## config.mk

```make
export PLATFORM = sky130hd
export DESIGN_NAME = spi_flash_arb
export DESIGN_NICKNAME = d
export VERILOG_FILES = /design/src/rtl/spi_flash_arb.sv
export SDC_FILE = /design/constraint.sdc
export NUM_CORES = 1
export LEC_CHECK = 0
export CAP_MARGIN = 20
export CORE_MARGIN = 3
export CORE_UTILIZATION = 35
export DETAILED_ROUTE_END_ITERATION = 12
export GPL_TIMING_DRIVEN = 0
export PLACE_DENSITY_LB_ADDON = 0.25
export SYNTH_ARGS = -nofsm -noshare
export SYNTH_HDL_FRONTEND = slang
export SYNTH_SLANG_ARGS = --single-unit
```

## constraint.sdc

```tcl
create_clock -name clk_50MHz -period 3.7 [get_ports clk_50MHz]
set_clock_uncertainty 0.15 [all_clocks]
set_input_delay 0.555 -clock clk_50MHz [delete_from_list [all_inputs] [get_ports clk_50MHz]]
set_output_delay 0.555 -clock clk_50MHz [all_outputs]
set_load 0.05 [all_outputs]
```

## src/rtl/spi_flash_arb.sv

```systemverilog
// Two-requester SPI flash read arbiter: round-robin grant, then a mode-0
// 0x03 read burst of len+1 bytes, followed by a CS-high guard gap.
module spi_flash_arb #(
   parameter int CLK_DIV = 2,
   parameter int LEN_W   = 8
) (
   input  logic             clk_50MHz,
   input  logic             rst,
   input  logic             scrollEn,
   input  logic             hw_req,
   input  logic             sw_req,
   input  logic [23:0]      hw_addr,
   input  logic [23:0]      sw_addr,
   input  logic [LEN_W-1:0] hw_len,
   input  logic [LEN_W-1:0] sw_len,
   output logic             hw_gnt,
   output logic             sw_gnt,
   output logic [7:0]       rdata,
   output logic             hw_rvalid,
   output logic             sw_rvalid,
   output logic             hw_done,
   output logic             sw_done,
   output logic             busy,
   output logic             SPI_CLK,
   output logic             SPI_CS,
   output logic             SPI_MOSI,
   input  logic             SPI_MISO
);

   localparam int BW = LEN_W + 6;
   localparam logic [4:0] HALF  = 5'(CLK_DIV - 1);
   localparam logic [4:0] GAP_N = 5'(2 * CLK_DIV - 1);

   typedef enum logic [2:0] {IDLE, CMD, ADDR, DATA, GAP} state_t;

   state_t          state_q;
   logic            arm_q;
   logic            last_hw_q;
   logic            owner_hw_q;
   logic            busy_q;
   logic            cs_q;
   logic            sclk_q;
   logic            tail_q;
   logic            byte_q;
   logic [4:0]      cnt_q;
   logic [BW-1:0]   bit_q;
   logic [BW-1:0]   last_bit_q;
   logic [31:0]     tx_q;
   logic [7:0]      rx_q;
   logic [7:0]      rdata_q;
   logic            hw_gnt_q, sw_gnt_q;
   logic            hw_rvalid_q, sw_rvalid_q;
   logic            hw_done_q, sw_done_q;

   logic             hw_eff_d;
   logic             any_req_d;
   logic             pick_hw_d;
   logic [23:0]      addr_d;
   logic [LEN_W-1:0] len_d;

   // hw only takes a tie when sw was the last owner
   always_comb begin
      hw_eff_d  = hw_req & scrollEn;
      any_req_d = hw_eff_d | sw_req;
      pick_hw_d = hw_eff_d & (~sw_req | ~last_hw_q);
      addr_d    = pick_hw_d ? hw_addr : sw_addr;
      len_d     = pick_hw_d ? hw_len : sw_len;
   end

   always_ff @(posedge clk_50MHz or posedge rst) begin
      if (rst) begin
         state_q     <= IDLE;
         arm_q       <= 1'b0;
         last_hw_q   <= 1'b0;
         owner_hw_q  <= 1'b0;
         busy_q      <= 1'b0;
         cs_q        <= 1'b1;
         sclk_q      <= 1'b0;
         tail_q      <= 1'b0;
         byte_q      <= 1'b0;
         cnt_q       <= '0;
         bit_q       <= '0;
         last_bit_q  <= '0;
         tx_q        <= '0;
         rx_q        <= '0;
         rdata_q     <= '0;
         hw_gnt_q    <= 1'b0;
         sw_gnt_q    <= 1'b0;
         hw_rvalid_q <= 1'b0;
         sw_rvalid_q <= 1'b0;
         hw_done_q   <= 1'b0;
         sw_done_q   <= 1'b0;
      end else begin
         arm_q       <= 1'b1;
         hw_gnt_q    <= 1'b0;
         sw_gnt_q    <= 1'b0;
         hw_rvalid_q <= 1'b0;
         sw_rvalid_q <= 1'b0;
         hw_done_q   <= 1'b0;
         sw_done_q   <= 1'b0;

         if (byte_q) begin
            byte_q      <= 1'b0;
            rdata_q     <= rx_q;
            hw_rvalid_q <= owner_hw_q;
            sw_rvalid_q <= ~owner_hw_q;
         end

         case (state_q)
            IDLE: begin
               // arm_q keeps the first edge after reset release grant-free
               if (arm_q && any_req_d) begin
                  owner_hw_q <= pick_hw_d;
                  last_hw_q  <= pick_hw_d;
                  hw_gnt_q   <= pick_hw_d;
                  sw_gnt_q   <= ~pick_hw_d;
                  busy_q     <= 1'b1;
                  cs_q       <= 1'b0;
                  sclk_q     <= 1'b0;
                  tail_q     <= 1'b0;
                  cnt_q      <= '0;
                  bit_q      <= '0;
                  last_bit_q <= (BW'(len_d) << 3) + BW'(39);
                  tx_q       <= {8'h03, addr_d};
                  state_q    <= CMD;
               end
            end
            CMD, ADDR, DATA: begin
               if (cnt_q == HALF) begin
                  cnt_q <= '0;
                  if (tail_q) begin
                     tail_q    <= 1'b0;
                     cs_q      <= 1'b1;
                     hw_done_q <= owner_hw_q;
                     sw_done_q <= ~owner_hw_q;
                     state_q   <= GAP;
                  end else if (!sclk_q) begin
                     sclk_q <= 1'b1;
                     rx_q   <= {rx_q[6:0], SPI_MISO};
                     if (bit_q >= BW'(32) && bit_q[2:0] == 3'd7)
                        byte_q <= 1'b1;
                  end else begin
                     sclk_q <= 1'b0;
                     if (bit_q == last_bit_q) begin
                        tail_q <= 1'b1;
                     end else begin
                        bit_q <= bit_q + BW'(1);
                        // zeros shift in behind the address, so MOSI idles low in DATA
                        tx_q  <= tx_q << 1;
                        if (bit_q == BW'(7))
                           state_q <= ADDR;
                        if (bit_q == BW'(31))
                           state_q <= DATA;
                     end
                  end
               end else begin
                  cnt_q <= cnt_q + 5'd1;
               end
            end
            GAP: begin
               busy_q <= 1'b0;
               if (cnt_q == GAP_N) begin
                  cnt_q   <= '0;
                  state_q <= IDLE;
               end else begin
                  cnt_q <= cnt_q + 5'd1;
               end
            end
            default: state_q <= IDLE;
         endcase
      end
   end

   assign hw_gnt    = hw_gnt_q;
   assign sw_gnt    = sw_gnt_q;
   assign rdata     = rdata_q;
   assign hw_rvalid = hw_rvalid_q;
   assign sw_rvalid = sw_rvalid_q;
   assign hw_done   = hw_done_q;
   assign sw_done   = sw_done_q;
   assign busy      = busy_q;
   assign SPI_CLK   = sclk_q;
   assign SPI_CS    = cs_q;
   assign SPI_MOSI  = tx_q[31];

endmodule

```

Word-level counts from Yosys, hierarchy flattened
Index checks and enable logic that the tools add are counted. Widths: inputs -> output; s select.

Bits in registers: 97. Bits in latches: 0. Bits in writable memories: 0. Memory bits (read-only): 0. Bits of input ports: 70. Output and inout port bits: 18. Memories: 0.

Add/sub/neg operators: 3. Multiply operators: 0. Div/mod/pow operators: 0. Order comparisons: 1. Eq/ne operators: 20. Shift-type cells: 0. Multiplexer cells: 59. Bitwise logic cells: 9. Reduce and logical (&&, ||, !) cells: 16.

Operators with widths (number): $mux 32 (5); $mux 14 (5); $pmux 32 s2 (1); $mux 1 (28); $pmux 14 s2 (1); $mux 24 (1); $mux 3 (8); $mux 5 (3); $pmux 5 s3 (1); $add 14x1->14 const B (1); $eq 14x14->1 (1); $eq 14x3->1 const B (1); $eq 14x5->1 const B (1); $ge 14x6->1 const B (1); $ne 2x2->1 const B (7); $add 11x6->12 const B (1); $reduce_and 4->1 (3); $reduce_and 6->1 (2); $pmux 3 s3 (1); $mux 8 (1); $pmux 1 s2 (4); $eq 3x2->1 const B (2); $eq 3x3->1 const B (2); $ne 3x3->1 const B (2); 15 further kinds (25).

Depth between registers and ports, before layout
Gate-level depths: netlist (run 1).

Word-level depth: 8. Gate-level depth with buffers: 9. Mapped depth without buffers: 8.

Worst setup path after synthesis (run 1)
No wires, ideal clock.

Path kind: input-to-reg. Start: in sw_req. End: reg last_bit_q[9]. Library setup time: 134 ps. Arrival time: 2090 ps. Setup slack: 1326 ps. Stages on the path: 9. Path buffers: 1. Cell sequence: and2_1 -> nor2_1 -> clkbuf_1 -> nand2_1 -> nand2_1 -> ha_1 -> o21ai_0 -> xnor2_1 -> o21ai_0.

Word-level cells in the longest chain between the ends: 5. Elaborated cells on any way between the ends: 8.

Ends and longest elaborated chain: from (decl) (line 11) `input logic sw_req,`; $not 1->1 (line 65) `pick_hw_d = hw_eff_d & (~sw_req | ~last_hw_q);`; $or 1x1->1 (line 65); $and 1x1->1 (line 65); $mux 8 (line 67) `len_d = pick_hw_d ? hw_len : sw_len;`; $add 11x6->12 (line 123) `last_bit_q <= (BW'(len_d) << 3) + BW'(39);`; to (signal assigned) (line 123); to (decl) (line 47) `logic [BW-1:0] last_bit_q;`.

Several ways; a longest one is shown, not always the timed one. A chain may end at the register's enable or synchronous reset.

Worst setup path after layout (run 1)
Same ends and word-level chain as after synthesis.

==> key figures, run 1 <==
Worst hold path
  • Hold path startpoint: tx_q[27]$_DFFE_PP0P_
  • Worst hold path type: reg -> reg
  • Hold Path Sink: tx_q[27]$_DFFE_PP0P_
  • Hold Path Cell Cnt: 1

Clocking
  • Clock Sinks: just over 90
  • CTS buffer count: 9
  • Clk root buf: clkbuf_16
  • CTS Hold Buffers Added: 0
  • Clock tree buffer depth: 2
  • Clk_lat worst skew: 0.35 ns
  • Htree depth: 3
  • CTS tree: built
  • Clock-pin transition on the worst setup and hold timing paths: 0.07 ns
  • Setup Fix Bufs, Post-CTS: 0
  • Post_cts resized: 0

Power
  • Leakage: a little under 3 nW
  • Worst vdd ir: around 230 uV
  • Pwr Density: approximately 600 nW/um2

GRT
  • Global route hottest layer: met2
  • Largest net degree at the start of global routing: just over 70
  • Remaining global-route overflow: 0
  • Initial antenna violation count: 0
  • Vias in the first global route: 4,360
  • Global Route Usage Sum: approximately 17%
  • Grt met2 use: a little over a quarter
  • First-pass GRT wire length: between 20 and 25 mm
  • Met3 usage: approximately 3.3%
  • Global-route met1 utilization: 23.70%

Synthesis
  • Synth Register Bits: 93
  • Synth Area in Simple Gates: between 20% and 30%
  • Synth unique cells: around 60
  • Gate Count Post-Synth: around 500
  • Top FF cell, synth: dfrtp_1
  • Number of flops mapped to enable cells by yosys: 0
  • Main combinational cell family by area after synthesis: simple AND/OR/NAND/NOR gates
  • Syn_area_per_cell: 9.754 um2
  • XOR/XNOR share of the synthesized area: 2.626%
  • Seq/Total Area, Yosys: 46.54%
  • Synth async-reset ratio: between 90% and 100%
  • Post-Syn Nets: ~600
  • Multiplexer share of the synthesized area: 5.851%
  • Total number of yosys warnings: 0
  • Compound-cell area share of the yosys netlist: about 15%
  • Synthesized area: approximately 5000 um2
  • Adder-Cell Fraction of Synth Area: under 10%

Job
  • Max Cap Viol: 0

Drt
  • Vias/cell: about 5.4
  • Routed Wire Length: 12.79 mm
  • Vias: roughly 4,300
  • Routed Antenna Nets: 0
  • DRT iter0 DRCs: around 260
  • Drt drc: 0
  • WL/cell: 16.05 um
  • Pre-antenna DRT Iters: 4

Placed design
  • Area after DPL: about 6000 um2
  • Port buffer count: 87
  • Placed insts: a little under 800
  • GPL Wtd Cong: between 0.8 and 0.9
  • Hpwl dp: between 9 and 10 mm

STA
  • Fin. max-slew vios: 0
  • Final Hold Viols: 0
  • Setup TNS: 0 ns
  • Final worst path period need: approximately 2.9 ns
  • Hold WS: between 0.3 and 0.4 ns
  • F_max: about 0.35 GHz
  • Final setup vio count: 0
  • RSZ-0062 raised after global routing: no
  • Slew margin rel.: 54.48%
  • Worst-Margin Slew: 0.6828 ns
  • Post-route clock period utilization: approximately 78%

Floorplan
  • Num rows: 43
  • Initial Util: between 30% and 40%
  • Die width: around 130 um
  • Die area: approximately 16,000 um2
  • Die Ht: between 100 and 150 um
  • CORE AREA: roughly 14,000 um2
  • Top Ports: 88

Setup path
  • Worst setup EP type: register
  • RR Endpoint: last_bit_q[9]$_DFFE_PP0P_
  • Startpoint types: input pin
  • Worst-path maximum fanout: 10
  • R2R depth: 9
  • Worst EP arrival: between 2 and 3 ns
  • Critical path type: in -> reg
  • Worst Path Required: ~3.8 ns
  • Reg2reg start: owner_hw_q$_DFFE_PP0P_
  • R2r setup slk: slightly below 1 ns
  • Critical path launch point: sw_req

Run status
  • Outcome: completed

Layout
  • Final cell count without fillers: roughly 800
  • Commonest non-fill, non-tap cells in the layout: 92 x dfrtp_1, 87 x clkdlybuf4s50_1, 65 x nor2_1, 37 x nand2_1, 30 x nor4_1
  • Final design utilization: 46.34%
  • Layout cell share with drive strength beyond 1: 11.67%
  • Fill count: about 1,300
  • Commonest non-fill, non-tap cell in the layout: dfrtp_1
  • ANT cells: 0
  • Post-route cell area: 6457 um2
  • Nets: about 690
  • Layout area overhead: 29.06%
-- layer usage --
layer	vias to the layer above	wire length (um)	share of wire, %
li1	2076	-	-
met1	2077	6118	48
met3	12	576	4.5
met4	0	126	0.99
met5	-	0	0
met2	113	5968	47
-- registers in the layout, indices dropped and copies added, names as in the netlist --
signal      count
SPI_CLK         1
SPI_CS          1
arm_q           1
bit_q          14
busy            1
byte_q          1
cnt_q           5
hw_done         1
hw_gnt          1
hw_rvalid       1
last_bit_q     10
owner_hw_q      1
rdata           8
rx_q            8
state_q         3
sw_done         1
sw_gnt          1
sw_rvalid       1
tail_q          1
tx_q           32
-- critical path, cell delays in order --
cell and delay [ns]:
clkdlybuf4s50_1 0.44, and2_1 0.21, nor2_1 0.43, clkbuf_1 0.49, nand2_1 0.11, nand2_1 0.10, ha_1 0.18, o21ai_0 0.14
xnor2_1 0.19, o21ai_0 0.09
-- cells in the mapped netlist (2+ instances only) --
| cell | n | area, um2 |
|---|---|---|
| nand3_1 | 12 | 60.06 |
| a21oi_1 | 11 | 55.05 |
| nor3_1 | 10 | 50.05 |
| xor2_1 | 12 | 105.1 |
| o311ai_0 | 5 | 43.79 |
| nand2_1 | 37 | 138.9 |
| dfrtp_1 | 92 | 2302 |
| ha_1 | 6 | 75.07 |
| xnor2_1 | 3 | 26.28 |
| nor2b_1 | 2 | 12.51 |
| o22ai_1 | 2 | 12.51 |
| o41ai_2 | 5 | 81.33 |
| and2_1 | 3 | 18.77 |
| or2_2 | 2 | 12.51 |
| inv_1 | 17 | 63.81 |
| nor4_1 | 30 | 187.7 |
| nor2_1 | 65 | 244.0 |
| a21o_1 | 4 | 30.03 |
| a311oi_1 | 3 | 26.28 |
| buf_2 | 11 | 55.05 |
| a221o_1 | 23 | 230.2 |
| nand4_1 | 12 | 75.07 |
| and4_1 | 2 | 17.52 |
| buf_6 | 4 | 45.04 |
| a41o_1 | 3 | 30.03 |
| a31oi_1 | 3 | 18.77 |
| clkbuf_1 | 24 | 90.09 |
| nor4_2 | 2 | 25.02 |
| mux2_2 | 18 | 202.7 |
| mux2i_1 | 9 | 90.09 |
| o21ai_0 | 25 | 125.1 |
| a21boi_0 | 2 | 15.01 |
| and3_1 | 28 | 175.2 |
-- power breakdown --
group	switching, mW	internal [mW]
Sequential	0.183	1.29
Combinational	0.731	0.567
Clock	0.422	0.603
Total	1.34	2.46
-- logic make-up (layout without fill, tap and decap cells) --
| group | count (synthesis) | count (layout) |
|---|---|---|
| flip-flops | 93 | 93 |
| multiplexers | 27 | 27 |
| AND/OR/NAND/NOR | 217 | 217 |
| buffers and inverters | 57 | 161 |
| other | 1 | 1 |
| XOR/XNOR | 15 | 15 |
| adder cells (fa/ha/maj) | 6 | 6 |
| AO/OA/AOI/OAI | 97 | 97 |
-- layout make-up --
class | instances | area [um2] | share of cell area [%]
multi-input combinational | 363 | 2416 | 37.42
sequential | 93 | 2328 | 36.06
timing repair buffer | 88 | 898.4 | 13.91
clock buffer | 9 | 225.2 | 3.488
tap | 180 | 225.2 | 3.488
buffer | 40 | 195.2 | 3.023
clock inverter | 7 | 102.6 | 1.589
inverter | 17 | 66.31 | 1.027
-- worst max path at each step --
stage | endpoint | slack (ns) | cells after the start
floorplan | SPI_CLK$_DFFE_PP0P_ | 0.58 | 1
global placement | sw_gnt$_DFF_PP0_ | -0.86 | 2
detailed placement | last_bit_q[9]$_DFFE_PP0P_ | 0.46 | 10
CTS | last_bit_q[9]$_DFFE_PP0P_ | 0.83 | 10
global route | last_bit_q[9]$_DFFE_PP0P_ | 0.58 | 10
finish | last_bit_q[9]$_DFFE_PP0P_ | 0.83 | 10
-- stage by stage --
| stage | worst slack (ns) | total power [mW] |
|---|---|---|
| after global routing | 0.5825 | 4.049 |
| after global placement | -0.8613 | 2.736 |
| after CTS | 0.8289 | 3.817 |
| final | 0.8306 | 3.796 |
| after detailed placement | 0.4626 | 2.784 |
| after floorplan | 0.5763 | 2.375 |
(Power assumes the default switching activity.)
==> run 2, diff against run 1 <==
Clock period 3.7 ns to 2.3 ns, I/O delays scaled along.
==> key figures, run 2 (synthesis results as in run 1) <==
STA
  • Slew margin rel.: between 40% and 50%
  • Post-route clock period utilization: 97.15%
  • Final setup vio count: 0
  • Setup ws final: roughly 0.066 ns
  • RSZ-0062 raised after global routing: yes
  • F_max: between 0.4 and 0.5 GHz
  • Final worst path period need: ~2.2 ns
  • Final Hold Viols: 0
  • Fin. max-slew vios: 0
  • Worst-Margin Slew: approximately 0.76 ns

Drt
  • Routed Antenna Nets: 0
  • WL/cell: roughly 16 um
  • DRT iter0 DRCs: 320
  • Drt drc: 0
  • Vias: about 4,400
  • Pre-antenna DRT Iters: 5
  • Vias/cell: 5.423
  • Routed Wire Length: between 10 and 15 mm

Floorplan
  • Die area: 15,770 um2
  • Initial Util: between 30% and 40%
  • Die Ht: ~130 um
  • Top Ports: 88
  • CORE AREA: ~14,000 um2
  • Num rows: 43
  • Die width: around 130 um

Power
  • Tot Pwr: ~6.2 mW
  • Worst vdd ir: roughly 390 uV
  • Leakage: a little over 3 nW
  • Pwr Density: between 900 and 1000 nW/um2

Worst hold path
  • Worst hold path type: reg -> reg
  • Hold path startpoint: last_bit_q[2]$_DFFE_PP0P_

Layout
  • Largest register by flop count: tx_q
  • Largest regs: tx_q x32, bit_q x14, last_bit_q x10
  • Final design utilization: between 40% and 50%
  • Largest register FFs: 32
  • Commonest non-fill, non-tap cell in the layout: dfrtp_1
  • Layout area overhead: 33.41%
  • Post-route cell area: roughly 6700 um2
  • Layout cell share with drive strength beyond 1: approximately 18%
  • ANT cells: 0
  • Nets: between 700 and 800
  • Commonest non-fill, non-tap cells in the layout: 89 x dfrtp_1, 87 x clkdlybuf4s50_1, 64 x nor2_1, 36 x nand2_1, 28 x and3_1

Setup path
  • Worst-path maximum fanout: 6
  • CP max stage cell: dfrtp_1
  • Critical path cell sequence: ha_2 -> nor4b_4 -> and4_4 -> nand2b_4 -> o21ai_4 -> buf_6 -> a221o_1
  • Worst setup EP type: register
  • Worst Path Required: about 2.4 ns
  • Reg2reg start: cnt_q[0]$_DFFE_PP0P_
  • Max stage delay on crit path: around 0.40 ns
  • Critical path type: reg -> reg
  • Startpoint types: register
  • Critical path launch point: cnt_q[0]$_DFFE_PP0P_
  • Worst EP arrival: ~2.3 ns

GRT
  • Met3 usage: between 2 and 3%
  • Grt met2 use: a little over a quarter
  • First-pass GRT wire length: 21.62 mm
  • Initial antenna violation count: 0
  • Global-route met1 utilization: 23.48%
  • Remaining global-route overflow: 0
  • Global Route Usage Sum: 16.47%
  • Largest net degree at the start of global routing: 41
  • Vias in the first global route: between 4,000 and 5,000
  • Global route hottest layer: met2

Clocking
  • Clk_lat worst skew: 0.34 ns
  • Clk root buf: clkbuf_16
  • Clock Sinks: a little over 90
  • Htree depth: 3
  • CTS buffer count: 9
  • Clock-pin transition on the worst setup and hold timing paths: around 0.06 ns
  • CTS tree: built
  • Clock tree buffer depth: 2

Run status
  • Outcome: completed

Placed design
  • Hpwl dp: 9.482 mm
  • Setup WS pre-CTS: -0.7218 ns
  • GPL Wtd Cong: approximately 0.86
  • Port buffer count: 87
  • Area after DPL: 6151 um2

Job
  • Max Cap Viol: 0
[run 2: cell types whose count changed in the layout (fill, tap and decap cells not counted), sizes merged]
cell / before / now
clkinvlp: 0 / 3
buf: 16 / 32
bufinv: 2 / 1
clkbuf: 34 / 32
inv: 21 / 18
[run 2: where the power goes]
group / internal [mW] / switching (mW)
registers: 2.08 / 0.296
logic: 1.05 / 1.24
clock network: 0.853 / 0.642
[run 2: critical path: cells and delay by family, from the launching register on]
family                   cells  cell delay [ns]
AND/OR/NAND/NOR              3             0.73
AO/OA/AOI/OAI                2             0.47
flip-flops                   1             0.40
adder cells (fa/ha/maj)      1             0.19
buffers and inverters        1             0.17
[run 2: worst paths after layout]
path,end,slack [ns],depth (start not counted)
min in group asynchronous,cnt_q[3]$_DFFE_PP0P_,0.35,2
worst max register to register,tx_q[1]$_DFFE_PP0P_,0.07,7
max in group asynchronous,SPI_CS$_DFFE_PP1P_,0.98,3
worst min register to register,last_bit_q[2]$_DFFE_PP0P_,0.33,2
worst min-delay path,last_bit_q[2]$_DFFE_PP0P_,0.33,2
worst max-delay path,tx_q[1]$_DFFE_PP0P_,0.07,7
[run 2: repair_timing]
action / CTS / global route
setup endpoints to repair: 63 / 59
cloned: 2 / 0
buffers inserted: 8 / 4
hold buffers: 0 / 0
gates resized for setup: 23 / 41
pin swaps: 2 / 20
[run 2: final cells by class]
cell class	count	area, um2
Sequential cell	93	2332
Timing Repair Buffer	103	1035
Inverter	17	67.56
Clock buffer	10	229.0
Multi-Input combinational cell	363	2502
Tap cell	180	225.2
Clock inverter	6	70.07
Fill cell	1294	7259
Buffer	38	214.0
[run 2: metal layers]
layer | up-vias | wire, um
li1 | 2101 | -
met1 | 2104 | 6057
met2 | 178 | 6167
met3 | 10 | 810
met4 | 0 | 91
met5 | - | 0
[run 2: through the flow]
step | std cells | setup TNS [ns] | hold slack, ns
final | 810 | 0 | 0.3346
after global routing | 810 | -0.1947 | 0.3682
after CTS | 807 | 0 | 0.3276
after detailed placement | 782 | -22.12 | 0.3085
after global placement | 780 | -46.34 | 0.2985
after floorplan | 513 | 0 | 0.2777
==> run 3, diff against run 2 <==
Settings changed: CORE_UTILIZATION 35 to 23, CTS_BUF_LIST set to sky130_fd_sc_hd__clkbuf_4 sky130_fd_sc_hd__clkbuf_8.
==> key figures, run 3 (synthesis results as in run 1) <==
Run status
  • Outcome: completed

Placed design
  • Hpwl dp: between 10 and 15 mm
  • Area after DPL: about 6300 um2
  • Port buffer count: just under 90
  • GPL Wtd Cong: between 0.8 and 0.9
  • Setup WS pre-CTS: -0.8482 ns

Setup path
  • Worst Path Required: between 1.5 and 2 ns
  • RR Endpoint: tx_q[3]$_DFFE_PP0P_
  • Worst setup EP type: primary output
  • CP max stage cell: clkdlybuf4s50_1
  • R2r setup slk: 0.06 ns
  • Worst-path maximum fanout: 2
  • Crit path to: SPI_CS
  • Stages on worst setup path: 1
  • Crit path max-delay family: buffers and inverters
  • Worst EP arrival: approximately 1.8 ns
  • Startpoint types: register
  • Critical path cell sequence: clkdlybuf4s50_1
  • Critical path launch point: SPI_CS$_DFFE_PP1P_
  • WP buf/inv: 1
  • Critical path type: reg -> out
  • R2R depth: 7
  • Max stage delay on crit path: 0.80 ns
  • Reg2reg start: cnt_q[0]$_DFFE_PP0P_

GRT
  • Largest net degree at the start of global routing: 34
  • Global route hottest layer: met2
  • Global-route met1 utilization: ~17%
  • Initial antenna violation count: 0
  • Grt met2 use: ~18%
  • Remaining global-route overflow: 0
  • Vias in the first global route: 4,466
  • Met3 usage: about 2.6%
  • Global Route Usage Sum: 11.84%
  • First-pass GRT wire length: 23.03 mm

Layout
  • Layout area overhead: 35.63%
  • Post-route cell area: 6787 um2
  • Commonest non-fill, non-tap cells in the layout: 87 x dfrtp_1, 86 x clkdlybuf4s50_1, 64 x nor2_1, 36 x nand2_1, 28 x and3_1
  • Commonest non-fill, non-tap cell in the layout: dfrtp_1
  • Nets: 698
  • Fill count: 2,160
  • Reg area: ~2300 um2
  • Largest register by flop count: tx_q
  • ANT cells: 0
  • Largest regs: tx_q x32, bit_q x14, last_bit_q x10
  • Multi-input logic area: about 2600 um2
  • Largest register FFs: 32
  • Layout cell share with drive strength beyond 1: roughly 18%

Power
  • Leakage: just over 3 nW
  • Pwr Density: 881.3 nW/um2
  • Worst vdd ir: ~280 uV
  • Tot Pwr: 5.981 mW

Clocking
  • Clk_lat worst skew: approximately 0.38 ns
  • CTS Hold Buffers Added: 0
  • Clock Sinks: between 90 and 100
  • CTS tree: built
  • Clk root buf: clkbuf_8
  • Htree depth: 3
  • Clock-pin transition on the worst setup and hold timing paths: about 0.090 ns
  • CTS buffer count: 9
  • Clock tree buffer depth: 2

Floorplan
  • Top Ports: slightly below 90
  • Die area: between 20,000 and 25,000 um2
  • Die Ht: 153.5 um
  • Num rows: 53
  • CORE AREA: approximately 21,000 um2
  • Die width: 153.5 um
  • Initial Util: approximately a quarter

STA
  • Post-route clock period utilization: a little over nine tenths
  • Final worst path period need: approximately 2.2 ns
  • Setup ws final: ~0.056 ns
  • Final setup vio count: 0
  • Fin. max-slew vios: 0
  • Final Hold Viols: 0
  • RSZ-0062 raised after global routing: yes
  • Slew margin rel.: between 50% and 60%
  • F_max: 0.4456 GHz
  • Worst-Margin Slew: roughly 0.61 ns

Drt
  • Routed Wire Length: approximately 14 mm
  • WL/cell: between 15 and 20 um
  • Pre-antenna DRT Iters: 4
  • Vias/cell: 4.840
  • Drt drc: 0
  • Vias: between 4,000 and 5,000
  • DRT iter0 DRCs: about 200
  • Routed Antenna Nets: 0

Job
  • Max Cap Viol: 0

Worst hold path
  • Worst hold path type: in -> async
[run 3: metal layers]
layer,vias up,wire length [um],part of all wire (%)
met1,2128,6991,49
met3,18,582,4.1
li1,2106,-,-
met2,114,6372,45
met5,-,0,0
met4,0,234,1.7
[run 3: cell type report]
type	count	share of cell area, %
well taps	275	5.070
multi-input cells	363	37.72
repair buffers	101	15.43
plain buffers	37	3.208
clock inverters	4	0.8296
flip-flops and latches	93	34.40
inverters	17	0.9956
clock buffers	12	2.341
[run 3: per-stage QoR]
stage	hold WS (ns)	util, %	cells	setup TNS (ns)
after floorplan	0.2777	-	513	0
after global placement	0.3041	29.32	875	-53.05
after detailed placement	0.3110	29.64	878	-24.08
after CTS	0.07710	31.11	899	-0.004188
after global routing	0.09157	31.98	902	-0.1055
final	0.08662	31.98	902	0
[run 3: power breakdown]
| part | total, mW | switching, mW | internal, mW |
|---|---|---|---|
| clock network | 1.21 | 0.627 | 0.581 |
| registers | 2.35 | 0.281 | 2.07 |
| logic | 2.42 | 1.32 | 1.09 |
[run 3: what timing repair did]
item | in CTS | in global routing
gates cloned | 0 | 2
setup buffers | 5 | 4
resized for setup | 29 | 43
setup endpoints to repair | 65 | 66
pin swaps | 4 | 11
[run 3: how the worst min path moves through the flow]
| stage | startpoint | end |
|---|---|---|
| floorplan | last_bit_q[2]$_DFFE_PP0P_ | last_bit_q[2]$_DFFE_PP0P_ |
| global route | rst | rx_q[0]$_DFFE_PP0P_ |
| finish | rst | rx_q[1]$_DFFE_PP0P_ |
| global placement | last_bit_q[2]$_DFFE_PP0P_ | last_bit_q[2]$_DFFE_PP0P_ |
| CTS | rst | rdata[2]$_DFFE_PP0P_ |
| detailed placement | last_bit_q[2]$_DFFE_PP0P_ | last_bit_q[2]$_DFFE_PP0P_ |
